### config.mk
export PLATFORM = sky130hd
export DESIGN_NAME = auto_paddles
export DESIGN_NICKNAME = d
export VERILOG_FILES = /design/src/rtl/auto_paddles_pkg.sv /design/src/rtl/paddle_mover.sv /design/src/rtl/auto_paddles.sv
export SDC_FILE = /design/constraint.sdc
export NUM_CORES = 1
export LEC_CHECK = 0
export ABC_AREA = 1
export BUFFER_PORTS_ARGS = -buffer_cell sky130_fd_sc_hd__buf_2
export CELL_PAD_IN_SITES_DETAIL_PLACEMENT = 0
export CELL_PAD_IN_SITES_GLOBAL_PLACEMENT = 1
export CORE_MARGIN = 2
export CORE_UTILIZATION = 45
export CTS_BUF_LIST = sky130_fd_sc_hd__clkbuf_2 sky130_fd_sc_hd__clkbuf_4 sky130_fd_sc_hd__clkbuf_8
export CTS_CLUSTER_DIAMETER = 40
export DETAILED_ROUTE_END_ITERATION = 7
export HOLD_SLACK_MARGIN = 0.15
export PLACE_DENSITY_LB_ADDON = 0.1
export SETUP_SLACK_MARGIN = 0.4
export SYNTH_ARGS = -nofsm -noshare
export SYNTH_HDL_FRONTEND = slang
export SYNTH_SLANG_ARGS = --single-unit
### constraint.sdc
create_clock -name clk -period 7.9 [get_ports clk]
set_input_delay 0.79 -clock clk [delete_from_list [all_inputs] [get_ports clk]]
set_output_delay 0.79 -clock clk [all_outputs]
set_load 0.02 [all_outputs]
### src/rtl/auto_paddles_pkg.sv
// Shared definitions for the paddle movement block and the game-control FSM.
package auto_paddles_pkg;

   // Per-paddle movement mode; the reserved code behaves as HOLD.
   typedef enum logic [1:0] {
      MODE_HOLD  = 2'd0,
      MODE_SWEEP = 2'd1,
      MODE_TRACK = 2'd2,
      MODE_RSVD  = 2'd3
   } pad_mode_e;

   // Prescaler counter width; a divide-by-one still needs one bit of state.
   function automatic int cnt_width(input int div);
      if (div > 1) begin
         return $clog2(div);
      end else begin
         return 1;
      end
   endfunction

endpackage

### src/rtl/paddle_mover.sv
// One paddle: position and heading, updated on each movement tick.
module paddle_mover
   import auto_paddles_pkg::*;
#(
   parameter int   Y_W        = 11,
   parameter int   Y_MIN      = 62,
   parameter int   Y_MAX      = 418,
   parameter int   STEP       = 1,
   parameter logic START_HIGH = 1'b0
) (
   input  logic           clk,
   input  logic           rst,
   input  logic           tick,
   input  pad_mode_e      mode,
   input  logic [Y_W-1:0] target,
   input  logic           target_vld,
   output logic [Y_W-1:0] p_y,
   output logic           at_edge
);

   // One extra bit so sums and differences never wrap before clamping.
   localparam int             X_W        = Y_W + 1;
   localparam logic [X_W-1:0] MIN_X      = X_W'(Y_MIN);
   localparam logic [X_W-1:0] MAX_X      = X_W'(Y_MAX);
   localparam logic [X_W-1:0] STEP_X     = X_W'(STEP);
   localparam logic [X_W-1:0] MIN_STEP_X = X_W'(Y_MIN + STEP);
   localparam logic [X_W-1:0] MAX_STEP_X = X_W'(Y_MAX - STEP);
   localparam logic [Y_W-1:0] RST_Y      = START_HIGH ? Y_W'(Y_MAX) : Y_W'(Y_MIN);

   logic [Y_W-1:0] p_y_r;
   logic           dir_dn_r;
   logic           at_edge_r;
   logic [X_W-1:0] pos_x_s;
   logic [X_W-1:0] tgt_x_s;
   logic [X_W-1:0] nxt_x_s;
   logic           nxt_dn_s;

   // Next position/heading for the current mode, applied only on a tick.
   always_comb begin
      pos_x_s  = {1'b0, p_y_r};
      tgt_x_s  = {1'b0, target};
      nxt_x_s  = pos_x_s;
      nxt_dn_s = dir_dn_r;
      case (mode)
         MODE_SWEEP: begin
            if (pos_x_s < MIN_X) begin
               nxt_x_s  = MIN_X;
               nxt_dn_s = 1'b1;
            end else if (pos_x_s > MAX_X) begin
               nxt_x_s  = MAX_X;
               nxt_dn_s = 1'b0;
            end else if (dir_dn_r) begin
               if (pos_x_s == MAX_X) begin
                  nxt_x_s  = MAX_STEP_X;
                  nxt_dn_s = 1'b0;
               end else if ((pos_x_s + STEP_X) > MAX_X) begin
                  nxt_x_s  = MAX_X;
                  nxt_dn_s = 1'b0;
               end else begin
                  nxt_x_s  = pos_x_s + STEP_X;
                  nxt_dn_s = 1'b1;
               end
            end else begin
               if (pos_x_s == MIN_X) begin
                  nxt_x_s  = MIN_STEP_X;
                  nxt_dn_s = 1'b1;
               end else if (pos_x_s < MIN_STEP_X) begin
                  nxt_x_s  = MIN_X;
                  nxt_dn_s = 1'b1;
               end else begin
                  nxt_x_s  = pos_x_s - STEP_X;
                  nxt_dn_s = 1'b0;
               end
            end
         end
         MODE_TRACK: begin
            if (!target_vld) begin
               nxt_x_s  = pos_x_s;
               nxt_dn_s = dir_dn_r;
            end else if (pos_x_s < MIN_X) begin
               nxt_x_s  = MIN_X;
               nxt_dn_s = 1'b1;
            end else if (pos_x_s > MAX_X) begin
               nxt_x_s  = MAX_X;
               nxt_dn_s = 1'b0;
            end else if (tgt_x_s > pos_x_s) begin
               if ((tgt_x_s - pos_x_s) > STEP_X) begin
                  nxt_x_s = pos_x_s + STEP_X;
               end else begin
                  nxt_x_s = tgt_x_s;
               end
               nxt_dn_s = 1'b1;
            end else if (tgt_x_s < pos_x_s) begin
               if ((pos_x_s - tgt_x_s) > STEP_X) begin
                  nxt_x_s = pos_x_s - STEP_X;
               end else begin
                  nxt_x_s = tgt_x_s;
               end
               nxt_dn_s = 1'b0;
            end else begin
               nxt_x_s  = pos_x_s;
               nxt_dn_s = dir_dn_r;
            end
         end
         default: begin
            nxt_x_s  = pos_x_s;
            nxt_dn_s = dir_dn_r;
         end
      endcase
   end

   // Position, heading and edge flag; reset wins over a coincident tick.
   always_ff @(posedge clk) begin
      if (!rst) begin
         p_y_r     <= RST_Y;
         dir_dn_r  <= ~START_HIGH;
         at_edge_r <= 1'b1;
      end else if (tick) begin
         p_y_r     <= nxt_x_s[Y_W-1:0];
         dir_dn_r  <= nxt_dn_s;
         at_edge_r <= (nxt_x_s == MIN_X) || (nxt_x_s == MAX_X);
      end
   end

   assign p_y     = p_y_r;
   assign at_edge = at_edge_r;

endmodule

### src/rtl/auto_paddles.sv
// Automatic paddle driver: shared tick prescaler and ball clamp, one mover per paddle.
module auto_paddles
   import auto_paddles_pkg::*;
#(
   parameter int N_PAD    = 2,
   parameter int Y_W      = 11,
   parameter int Y_MIN    = 62,
   parameter int Y_MAX    = 418,
   parameter int TICK_DIV = 262144,
   parameter int STEP     = 1
) (
   input  logic                 clk,
   input  logic                 rst,
   input  logic                 en,
   input  logic [2*N_PAD-1:0]   mode,
   input  logic [Y_W-1:0]       ball_y,
   input  logic                 ball_vld,
   output logic [Y_W*N_PAD-1:0] p_y,
   output logic [N_PAD-1:0]     at_edge,
   output logic                 tick
);

   localparam int             CNT_W    = cnt_width(TICK_DIV);
   localparam logic [CNT_W-1:0] CNT_LAST = CNT_W'(TICK_DIV - 1);
   localparam logic [Y_W-1:0] Y_MIN_V  = Y_W'(Y_MIN);
   localparam logic [Y_W-1:0] Y_MAX_V  = Y_W'(Y_MAX);

   logic [CNT_W-1:0] cnt_r;
   logic             tick_s;
   logic [Y_W-1:0]   target_s;

   // Tick fires on the last count of an enabled cycle; suppressed while in reset.
   always_comb begin
      tick_s = en && rst && (cnt_r == CNT_LAST);
   end

   // Prescaler: counts enabled cycles, wraps at TICK_DIV, freezes when disabled.
   always_ff @(posedge clk) begin
      if (!rst) begin
         cnt_r <= {CNT_W{1'b0}};
      end else if (en) begin
         if (cnt_r == CNT_LAST) begin
            cnt_r <= {CNT_W{1'b0}};
         end else begin
            cnt_r <= cnt_r + CNT_W'(1);
         end
      end
   end

   // Ball position limited to the paddle travel range, shared by all trackers.
   always_comb begin
      target_s = ball_y;
      if (ball_y < Y_MIN_V) begin
         target_s = Y_MIN_V;
      end else if (ball_y > Y_MAX_V) begin
         target_s = Y_MAX_V;
      end else begin
         target_s = ball_y;
      end
   end

   assign tick = tick_s;

   for (genvar i = 0; i < N_PAD; i++) begin : g_pad
      paddle_mover #(
         .Y_W        (Y_W),
         .Y_MIN      (Y_MIN),
         .Y_MAX      (Y_MAX),
         .STEP       (STEP),
         .START_HIGH (1'(i % 2))
      ) u_mover (
         .clk        (clk),
         .rst        (rst),
         .tick       (tick_s),
         .mode       (pad_mode_e'(mode[2*i +: 2])),
         .target     (target_s),
         .target_vld (ball_vld),
         .p_y        (p_y[Y_W*i +: Y_W]),
         .at_edge    (at_edge[i])
      );
   end

endmodule

==> results of run 1 <==
-- cell type report --
type | instances | area (um2)
Inverter | 175 | 659
Sequential cell | 44 | 881
Timing Repair Buffer | 48 | 253
Fill cell | 1769 | 8030
Multi-Input combinational cell | 993 | 5610
Clock inverter | 2 | 38.8
Clock buffer | 6 | 82.6
Tap cell | 216 | 270
-- registers in the layout, summed over array words and instances (netlist names) --
register,count
cnt_r,18
g_pad.u_mover.at_edge,2
g_pad.u_mover.dir_dn_r,2
g_pad.u_mover.p_y,22
-- kinds of logic (layout without fill, tap and decap cells) --
| logic type | after synthesis | count (layout) | share of synthesized area, % |
|---|---|---|---|
| simple gates | 631 | 631 | 40.7 |
| compound gates | 245 | 245 | 19.8 |
| buf+inv | 208 | 231 | 11.2 |
| fa+ha+maj | 55 | 55 | 9.65 |
| xor+xnor | 54 | 54 | 6.49 |
| flops | 44 | 44 | 12.1 |
| other cells | 2 | 8 | 0.103 |
-- worst max-delay path by stage --
| stage | from | to | slack [ps] | cells past startpoint |
|---|---|---|---|---|
| 2_1_floorplan | ball_y[6] | g_pad[0].u_mover.at_edge | 3780 | 27 |
| 3_3_place_gp | ball_y[6] | g_pad[1].u_mover.at_edge | 2420 | 34 |
| 3_5_place_dp | ball_y[6] | g_pad[1].u_mover.at_edge | 2430 | 33 |
| 4_1_cts | ball_y[6] | g_pad[1].u_mover.at_edge | 2740 | 33 |
| 5_1_grt | ball_y[6] | g_pad[1].u_mover.at_edge | 2230 | 31 |
| 6_report | ball_y[6] | g_pad[1].u_mover.at_edge | 2700 | 33 |
-- where the power goes --
part / switching [W] / internal (W)
combinational: 0.000159 / 0.0000741
sequential: 0.000000759 / 0.000222
clock: 0.0000848 / 0.000104
total: 0.000245 / 0.000400
-- per-layer routing --
metal	vias up	GRT usage (%)	part of all wire [%]
met3	41	2.70	7.4
met1	3789	40.9	46
met5	-	0	0
met2	351	45.5	44
li1	4142	-	-
met4	0	9.06	2.8
-- worst register-to-register path: stages, from the launching register on --
cell,delay (ps)
dfxtp_1,590
clkinv_1,410
ha_1,490
nand2_1,130
inv_2,50
nand2_1,50
nand2_1,90
nand2_1,80
nand3_1,90
a21oi_1,190
o21bai_2,90
nand2_1,70
inv_1,50
nor2_2,420
inv_4,140
nand2_2,130
nand2_1,220
a21oi_1,190
nand2_1,70
nand2_1,70
nand2_1,110
a21oi_2,150
and2_1,130
nand2_1,50
nand2_1,60
nand3_1,70
nand2_1,60
-- stage by stage --
stage / total power [W] / setup WS (ps) / utilization (%) / cell area (um2) / cells
5_1_grt: 0.000684 / 2230 / 49.3 / 7800 / 1484
2_1_floorplan: 0.000406 / 3780 / - / 7310 / 1245
6_report: 0.000645 / 2700 / 49.3 / 7800 / 1484
4_1_cts: 0.000648 / 2740 / 49.3 / 7800 / 1484
3_3_place_gp: 0.000459 / 2420 / 48.5 / 7670 / 1476
3_5_place_dp: 0.000458 / 2430 / 48.5 / 7670 / 1476
-- placed cells by master, fill, tap and decap left out, drive strengths merged, types with 2 or more instances in the layout --
master	synthesis	final
ha	53	53
inv	170	170
o21ai	74	74
buf	16	48
xnor2	7	7
o211ai	15	15
nor3b	3	3
a31oi	3	3
o22a	2	2
clkbuf	17	6
clkinv	5	6
nand3b	2	2
o21bai	7	7
a21oi	104	104
or2	2	2
a22oi	3	3
o22ai	5	5
conb	2	8
nand2	333	333
a221oi	7	7
nand3	105	105
nor3	28	28
o221ai	3	3
a211oi	5	5
a41oi	2	2
o311ai	2	2
nand4	21	21
a21o	4	4
nor2	125	125
nor4	9	9
xor2	47	47
fa	2	2
a311oi	4	4
dfxtp	44	44
==> impl_metrics.json, run 1 <==
{
  "synthFlopType": "dfxtp_1",
  "outcome": "complete, no violations",
  "cap_violations": 0,
  "grt_pass1_vias": 7640,
  "wire_per_inst_um": 17.1,
  "ctsResizeCount": 0,
  "layout-drive-gt1-share_pct": 10.7,
  "r2r_slack_ps": 3590,
  "fmax_mhz": 192,
  "setup_viol": 0,
  "die_x_um": 131,
  "n_antenna_cell": 0,
  "synthArstFlopShare_pct": 0,
  "syn_inst": 1239,
  "synth_seq_cells": 44,
  "layout_min_cycle_time_ps": 5200,
  "cts_tree": "built",
  "end_kind": "register",
  "hold_buffers": 0,
  "fp.dieH_um": 131,
  "drt-initial-drc-count": 793,
  "required_ps": 8150,
  "cts.sinks": 44,
  "max_stage_delay_ps": 750,
  "critPathKind": "input pin to register",
  "yosysTopAreaCellShare_pct": 15.9,
  "clk_pin_slew_worst_paths_ps": 80,
  "fin_tns_setup_ps": 0,
  "num_vias": 8323,
  "grt_pass1_wl_um": 40400,
  "rows": 46,
  "start_util_pct": 46.0,
  "groute.usage.overall_pct": 28.7,
  "dpl.hpwl_um": 20400,
  "ys_types": 62,
  "cp_data_arrival_time_ps": 5450,
  "final_hold_viol_count": 0,
  "cts-root-buf": "clkbuf_8",
  "rsz0062_at_grt": "no",
  "worstPathBufferInverterCount": 5,
  "ys_seq_area_share_pct": 12.1,
  "hold_start": "g_pad[1].u_mover.at_edge",
  "critical_path.slowest_cell": "o21ai_0",
  "antenna_found_initial": 0,
  "r2r_end": "g_pad[1].u_mover.at_edge",
  "post_drt_via_cell_ratio": 5.61,
  "io_pins": 44,
  "path_common_cell": "nand2_1",
  "firstDrtPassIters": 7,
  "yosysWarnings": 0,
  "gp_congestion": 1.00,
  "holdPathStages": 2,
  "critPathLaunchType": "input pin",
  "synth_area_leader_cell": "nand2_1",
  "clk_latency_ps": 310,
  "worst_slew_pin_slew_ps": 926,
  "p_per_area_mw_per_mm2": 82.7,
  "critical_path.top_delay_family": "simple AND/OR/NAND/NOR gates",
  "drv_slew": 0,
  "cts_buffers": 5,
  "drt_wl_total_um": 25300,
  "synth-edff-count": 0,
  "cts_max_path_buffers": 2,
  "skew_ps": 8.66,
  "p_leak_nw": 3.89,
  "reg2reg_depth": 26,
  "portBuffers": 43,
  "drtAntennaViolNets": 0,
  "path_max_fanout": 11,
  "syn_area_per_cell_um2": 5.88,
  "ys_top_cells_by_area": "nand2_1 (16%), dfxtp_1 (12%), ha_1 (9.1%)",
  "nets": 1341,
  "drc_errors": 0,
  "worst_hold_path_type": "register to register",
  "h-tree-depth": 2,
  "ir_drop_mv": 0.128,
  "syn_area_mm2": 0.00728,
  "fin_crit_sh_pct": 65.8,
  "die_area_mm2": 0.0172,
  "min_to": "g_pad[1].u_mover.at_edge",
  "core_mm2": 0.0158,
  "synth_common_cells": "nand2_1 (309), inv_1 (157), nor2_1 (108), a21oi_1 (100), nand3_1 (98)",
  "r2r-start": "g_pad[1].u_mover.p_y[3]",
  "post_cts_buffers": 0,
  "relSlewSlack_pct": 37.6,
  "overflow": 0,
  "yosysMostFrequentCell": "nand2_1",
  "holdWs_ps": 479,
  "grt_max_degree": 28,
  "areaGrowthSynthToFinish_pct": 7.04
}
Note: power is estimated with default switching activity, not from simulation.
==> run 2: changes to the inputs <==
--- a/config.mk
+++ b/config.mk
@@ -5,7 +5,7 @@
 export SDC_FILE = /design/constraint.sdc
 export NUM_CORES = 1
 export LEC_CHECK = 0
-export ABC_AREA = 1
+export ABC_AREA = 0
 export BUFFER_PORTS_ARGS = -buffer_cell sky130_fd_sc_hd__buf_2
 export CELL_PAD_IN_SITES_DETAIL_PLACEMENT = 0
 export CELL_PAD_IN_SITES_GLOBAL_PLACEMENT = 1
==> constraint.sdc (replaced) <==
create_clock -name clk -period 4.85 [get_ports clk]
set_input_delay 0.485 -clock clk [delete_from_list [all_inputs] [get_ports clk]]
set_output_delay 0.485 -clock clk [all_outputs]
set_load 0.02 [all_outputs]
==> run 2 against run 1 <==
Wire length up 30%. Non-clock buffer count up 197. Worst hold slack better by 36 ps. First-iteration DRC count is 48% higher. Sequential power grew 63%. Worst setup slack lost 2500 ps. Clock skew up 12 ps. Largest power group unchanged. Critical path depth decreased by 11. Core utilization rose by 10 points. Sequential cell count stayed put.
==> impl_metrics.json, run 2 <==
{
  "pre_cts_ws_ps": -175,
  "pwr-share-clk_pct": 21.4,
  "io_pins": 44,
  "synthFlopType": "dfxtp_1",
  "p_per_area_mw_per_mm2": 117,
  "total_power_w": 0.00119,
  "clk_pin_slew_worst_paths_ps": 100,
  "h-tree-depth": 2,
  "final_core_util_pct": 59.5,
  "path_max_fanout": 4,
  "synth-edff-count": 0,
  "skew_ps": 20.3,
  "synth_common_cells": "nand2_1 (117), nor2_1 (96), a21oi_1 (73), o21ai_0 (63), inv_1 (62)",
  "yosysWarnings": 0,
  "synthSimpleGateAreaFrac_pct": 29.6,
  "synth_compound_area_share_pct": 34.6,
  "critPathKind": "input pin to register",
  "fp.dieH_um": 136,
  "synth-xor-area-share_pct": 5.48,
  "synth_seq_cells": 44,
  "clk_latency_ps": 310,
  "switching_share_pct": 38.4,
  "die_x_um": 136,
  "ir_drop_mv": 0.185,
  "ys_top_cells_by_area": "dfxtp_1 (11%), ha_1 (8.5%), nand2_1 (5.6%)",
  "setup_viol": 0,
  "end_kind": "register",
  "wl_met2_um": 14300,
  "areaGrowthSynthToFinish_pct": 30.5,
  "wl_met1_um": 14300,
  "hold_buffers": 0,
  "cap_violations": 0,
  "largest_register_ffs": 22,
  "nets": 1395,
  "gp_congestion": 1.04,
  "core_mm2": 0.0172,
  "critPathLaunchType": "input pin",
  "cts.sinks": 44,
  "grt_pass1_vias": 9191,
  "worst_slew_pin_slew_ps": 769,
  "synthMuxAreaShare_pct": 3.12,
  "yosysTopAreaCellShare_pct": 11.2,
  "mostFrequentLayoutCell": "buf_4",
  "drtAntennaViolNets": 0,
  "ys_seq_area_share_pct": 11.2,
  "overflow": 0,
  "hold_start": "cnt_r[14]",
  "wire_per_inst_um": 21.3,
  "synth_top_family_by_area": "compound AO/OA/AOI/OAI gates",
  "antenna_found_initial": 0,
  "drv_slew": 0,
  "drt-initial-drc-count": 1177,
  "cts_tree": "built",
  "start_util_pct": 45.6,
  "p_int_w": 0.000736,
  "portBuffers": 43,
  "cts_max_path_buffers": 2,
  "fin_ws_ps": 250,
  "final_hold_viol_count": 0,
  "firstDrtPassIters": 7,
  "layout_min_cycle_time_ps": 4600,
  "worst_hold_path_type": "register to register",
  "fill_cells": 1680,
  "num_vias": 9902,
  "synth_fa_ha_area_share_pct": 8.98,
  "top_layer_used": "met4",
  "die_area_mm2": 0.0185,
  "outcome": "complete, no violations",
  "dpl.hpwl_um": 25200,
  "drt_wl_total_um": 33000,
  "yosysMostFrequentCell": "nand2_1",
  "cts_buffers": 5,
  "r2r-start": "g_pad[0].u_mover.p_y[4]",
  "cp_data_arrival_time_ps": 4840,
  "drc_errors": 0,
  "fin_crit_sh_pct": 94.8,
  "seq_power_share_pct": 30.5,
  "n_antenna_cell": 0,
  "grt_pass1_wl_um": 50600,
  "groute.usage.overall_pct": 34.9,
  "rows": 48,
  "cp-startpoint": "ball_y[8]",
  "syn_inst": 1131,
  "syn_area_mm2": 0.00783,
  "synthArstFlopShare_pct": 0,
  "combPwrFrac_pct": 48.1,
  "cts-root-buf": "clkbuf_8",
  "met3_length_um": 3410,
  "syn_area_per_cell_um2": 6.93,
  "required_ps": 5090,
  "fmax_mhz": 217,
  "layout-drive-gt1-share_pct": 28.7,
  "synth_area_leader_cell": "dfxtp_1",
  "ys_types": 107,
  "relSlewSlack_pct": 48.2,
  "rsz0062_at_grt": "yes",
  "mostFrequentLayoutCells": "buf_4 (195), nand2_1 (116), nor2_1 (93)",
  "post_drt_via_cell_ratio": 6.40,
  "p_switching_w": 0.000458,
  "p_leak_nw": 4.36,
  "grt_max_degree": 33
}
-- run 2: logic make-up after synthesis --
family | Yosys count
other cells | 2
compound gates | 371
simple gates | 453
flops | 44
xor+xnor | 49
mux | 23
fa+ha+maj | 55
buf+inv | 134
-- run 2: layout make-up --
| class | count | area (um2) | share of cell area [%] |
|---|---|---|---|
| Multi-Input combinational cell | 959 | 6940 | 67.9 |
| Timing Repair Buffer | 245 | 1770 | 17.4 |
| Sequential cell | 44 | 881 | 8.62 |
| Tap cell | 225 | 282 | 2.75 |
| Inverter | 66 | 248 | 2.42 |
| Clock buffer | 6 | 82.6 | 0.808 |
| Clock inverter | 2 | 15.0 | 0.147 |
-- run 2: final timing paths --
| kind | end | slack, ps | cells past startpoint |
|---|---|---|---|
| min | cnt_r[14] | 510 | 2 |
| min reg2reg | cnt_r[14] | 510 | 2 |
| max | g_pad[1].u_mover.at_edge | 250 | 22 |
| max reg2reg | g_pad[0].u_mover.at_edge | 800 | 17 |
-- run 2: power by group through the flow --
stage / clock (W) / sequential [W] / combinational (W)
2_1_floorplan: 0 / 0.000372 / 0.000294
3_3_place_gp: 0 / 0.000372 / 0.000494
3_5_place_dp: 0 / 0.000372 / 0.000493
4_1_cts: 0.000265 / 0.000364 / 0.000534
5_1_grt: 0.000273 / 0.000364 / 0.000613
6_report: 0.000256 / 0.000364 / 0.000574
-- run 2: what timing repair did --
action,in CTS,in global routing
setup endpoints to repair,7,13
setup buffers,10,7
pin swaps,25,21
gates resized for setup,52,42
-- run 2: critical path, stage by stage --
cell	delay (ps)
buf_6	90
or3_4	400
a311oi_4	220
nand3b_1	180
buf_6	130
buf_6	110
inv_2	50
ha_2	170
nand2b_4	150
o221a_4	260
o22a_1	220
buf_4	150
nand3_1	80
nand4_1	250
nor4_4	330
buf_4	170
mux2_4	300
a221o_2	410
o21ai_2	180
and3_1	170
a22oi_1	80
o31ai_1	230
-- run 2: layer usage --
metal | global-route usage, % | vias up
met5 | 0 | -
met2 | 54.9 | 544
met3 | 8.20 | 102
met1 | 47.3 | 4645
met4 | 11.0 | 0
li1 | - | 4611
-- run 2: metrics by stage --
step	hold slack [ps]	TNS (ps)	std cells	cell area, um2
finish	515	0	1547	10200
global route	543	0	1547	10200
CTS	522	0	1540	9980
detailed placement	497	-375	1522	9550
global placement	491	-371	1522	9550
floorplan	448	0	1137	7950
==> run 3: changes to the inputs <==
--- a/config.mk
+++ b/config.mk
@@ -14,6 +14,7 @@
 export CTS_BUF_LIST = sky130_fd_sc_hd__clkbuf_2 sky130_fd_sc_hd__clkbuf_4 sky130_fd_sc_hd__clkbuf_8
 export CTS_CLUSTER_DIAMETER = 40
 export DETAILED_ROUTE_END_ITERATION = 7
+export GPL_TIMING_DRIVEN = 0
 export HOLD_SLACK_MARGIN = 0.15
 export PLACE_DENSITY_LB_ADDON = 0.1
 export SETUP_SLACK_MARGIN = 0.4
==> run 3 against run 2 <==
Wire length is 3.4% higher. Clock-buffer cell count fell by 1. Fmax shrank 5.3%. The run now ends with setup timing left. Highest routed layer unchanged. Cell count shrank 4.5%.
==> impl_metrics.json, run 3 (synthesized netlist as in run 2, its figures left out) <==
{
  "hold_buffers": 0,
  "cts_max_path_buffers": 2,
  "required_ps": 5080,
  "violations": "setup timing",
  "dpl.hpwl_um": 25000,
  "largest_register_ffs": 22,
  "portBuffers": 41,
  "io_pins": 44,
  "grt_pass1_wl_um": 50400,
  "drt_wl_total_um": 34100,
  "fp.dieH_um": 136,
  "placed_cells": 1403,
  "layout_min_cycle_time_ps": 4860,
  "groute.usage.overall_pct": 35.3,
  "cap_violations": 0,
  "areaGrowthSynthToFinish_pct": 25.5,
  "grt_pass1_vias": 8763,
  "drv_slew": 0,
  "n_antenna_cell": 0,
  "skew_ps": 10.6,
  "die_area_mm2": 0.0185,
  "num_vias": 9835,
  "relSlewSlack_pct": 36.3,
  "start_util_pct": 45.6,
  "stdcell_count": 1478,
  "drc_errors": 0,
  "core_mm2": 0.0172,
  "h-tree-depth": 2,
  "fin_ws_ps": -7.20,
  "final_core_util_pct": 57.2,
  "drt-initial-drc-count": 1183,
  "outcome": "finished with violations",
  "nets": 1326,
  "cts-root-buf": "clkbuf_8",
  "final_hold_viol_count": 0,
  "wl_met2_um": 15000,
  "end_kind": "register",
  "drtAntennaViolNets": 0,
  "mostFrequentLayoutCell": "nand2_1",
  "worst_hold_path_type": "register to register",
  "mostFrequentLayoutCells": "nand2_1 (115), nor2_1 (89), a21oi_1 (65)",
  "top_layer_used": "met4",
  "die_x_um": 136,
  "rows": 48,
  "met3_length_um": 3310,
  "clk_latency_ps": 310,
  "fmax_mhz": 206,
  "worst_slew_pin_slew_ps": 945,
  "clk_pin_slew_worst_paths_ps": 100,
  "setup_viol": 1,
  "firstDrtPassIters": 7,
  "overflow": 0,
  "p_leak_nw": 3.92,
  "p_per_area_mw_per_mm2": 124,
  "grt_max_degree": 17,
  "cts_buffers": 5,
  "fin_crit_sh_pct": 100,
  "cp_data_arrival_time_ps": 5080,
  "layout-drive-gt1-share_pct": 24.6,
  "antenna_found_initial": 0,
  "ir_drop_mv": 0.140,
  "rsz0062_at_grt": "yes",
  "post_drt_via_cell_ratio": 6.65,
  "gp_congestion": 0.995,
  "fill_cells": 1723,
  "critPathLaunchType": "register",
  "critPathKind": "register to register",
  "wl_met1_um": 15000,
  "path_max_fanout": 9,
  "cts.sinks": 44,
  "cts_tree": "built",
  "wire_per_inst_um": 23.1
}
==> run 3: worst paths after layout <==
path,slack [ps],cells after the start,start,end
setup / recovery,-7,17,g_pad[0].u_mover.p_y[2],g_pad[0].u_mover.at_edge
hold / removal,500,2,g_pad[1].u_mover.at_edge,g_pad[1].u_mover.at_edge
setup reg to reg,-7,17,g_pad[0].u_mover.p_y[2],g_pad[0].u_mover.at_edge
hold reg to reg,500,2,g_pad[1].u_mover.at_edge,g_pad[1].u_mover.at_edge
==> run 3: power by group <==
part | internal [W] | total (W) | switching (W)
clock | 0.000159 | 0.000311 | 0.000152
sequential | 0.000362 | 0.000364 | 0.00000131
combinational | 0.000212 | 0.000540 | 0.000328
total | 0.000733 | 0.00121 | 0.000481
==> run 3: worst max-delay path: stages, from the launching register on <==
cell and delay (ps):
dfxtp_1 410, clkbuf_1 400, clkinvlp_4 380, ha_1 380, buf_6 140, and3b_1 190
o21a_1 230, o21ba_4 220, a211oi_1 250, xor2_1 230, buf_4 180, nand4b_4 120
nor3_4 400, mux2i_1 150, a211oi_2 270, a21oi_1 70, or4_1 510, o311ai_1 240
==> run 3: per-stage QoR <==
step	TNS (ps)	setup slack [ps]	hold WS, ps	instance area (um2)	power (W)
2_1_floorplan	0	128	448	7950	0.000666
5_1_grt	-186	-134	529	9830	0.00126
3_3_place_gp	-7990	-1010	486	8430	0.000773
3_5_place_dp	-8470	-1070	471	8430	0.000773
6_report	-7.20	-7.20	495	9830	0.00121
4_1_cts	-10.4	-10.4	504	9150	0.00114
==> run 3: repair_timing <==
item,4_1_cts,5_1_grt
endpoints found under the hold margin,0,0
setup buffers,29,36
resized for setup,90,112
endpoints found under the setup margin,21,20
pin swaps,43,53
cloned,2,0
==> run 3: layout make-up <==
| cell class | count | area, um2 | area share (%) |
|---|---|---|---|
| tap | 225 | 282 | 2.86 |
| clock inverter | 3 | 50.0 | 0.509 |
| sequential | 44 | 883 | 8.99 |
| buffer | 68 | 360 | 3.67 |
| clock buffer | 5 | 68.8 | 0.700 |
| timing repair buffer | 108 | 764 | 7.78 |
| multi-input combinational | 959 | 7150 | 72.8 |
| inverter | 66 | 267 | 2.71 |
==> run 3: routing by layer <==
layer,vias to the layer above,global-route usage (%)
li1,4481,-
met2,574,53.9
met4,0,10.2
met1,4685,49.6
met3,95,7.79
met5,-,0
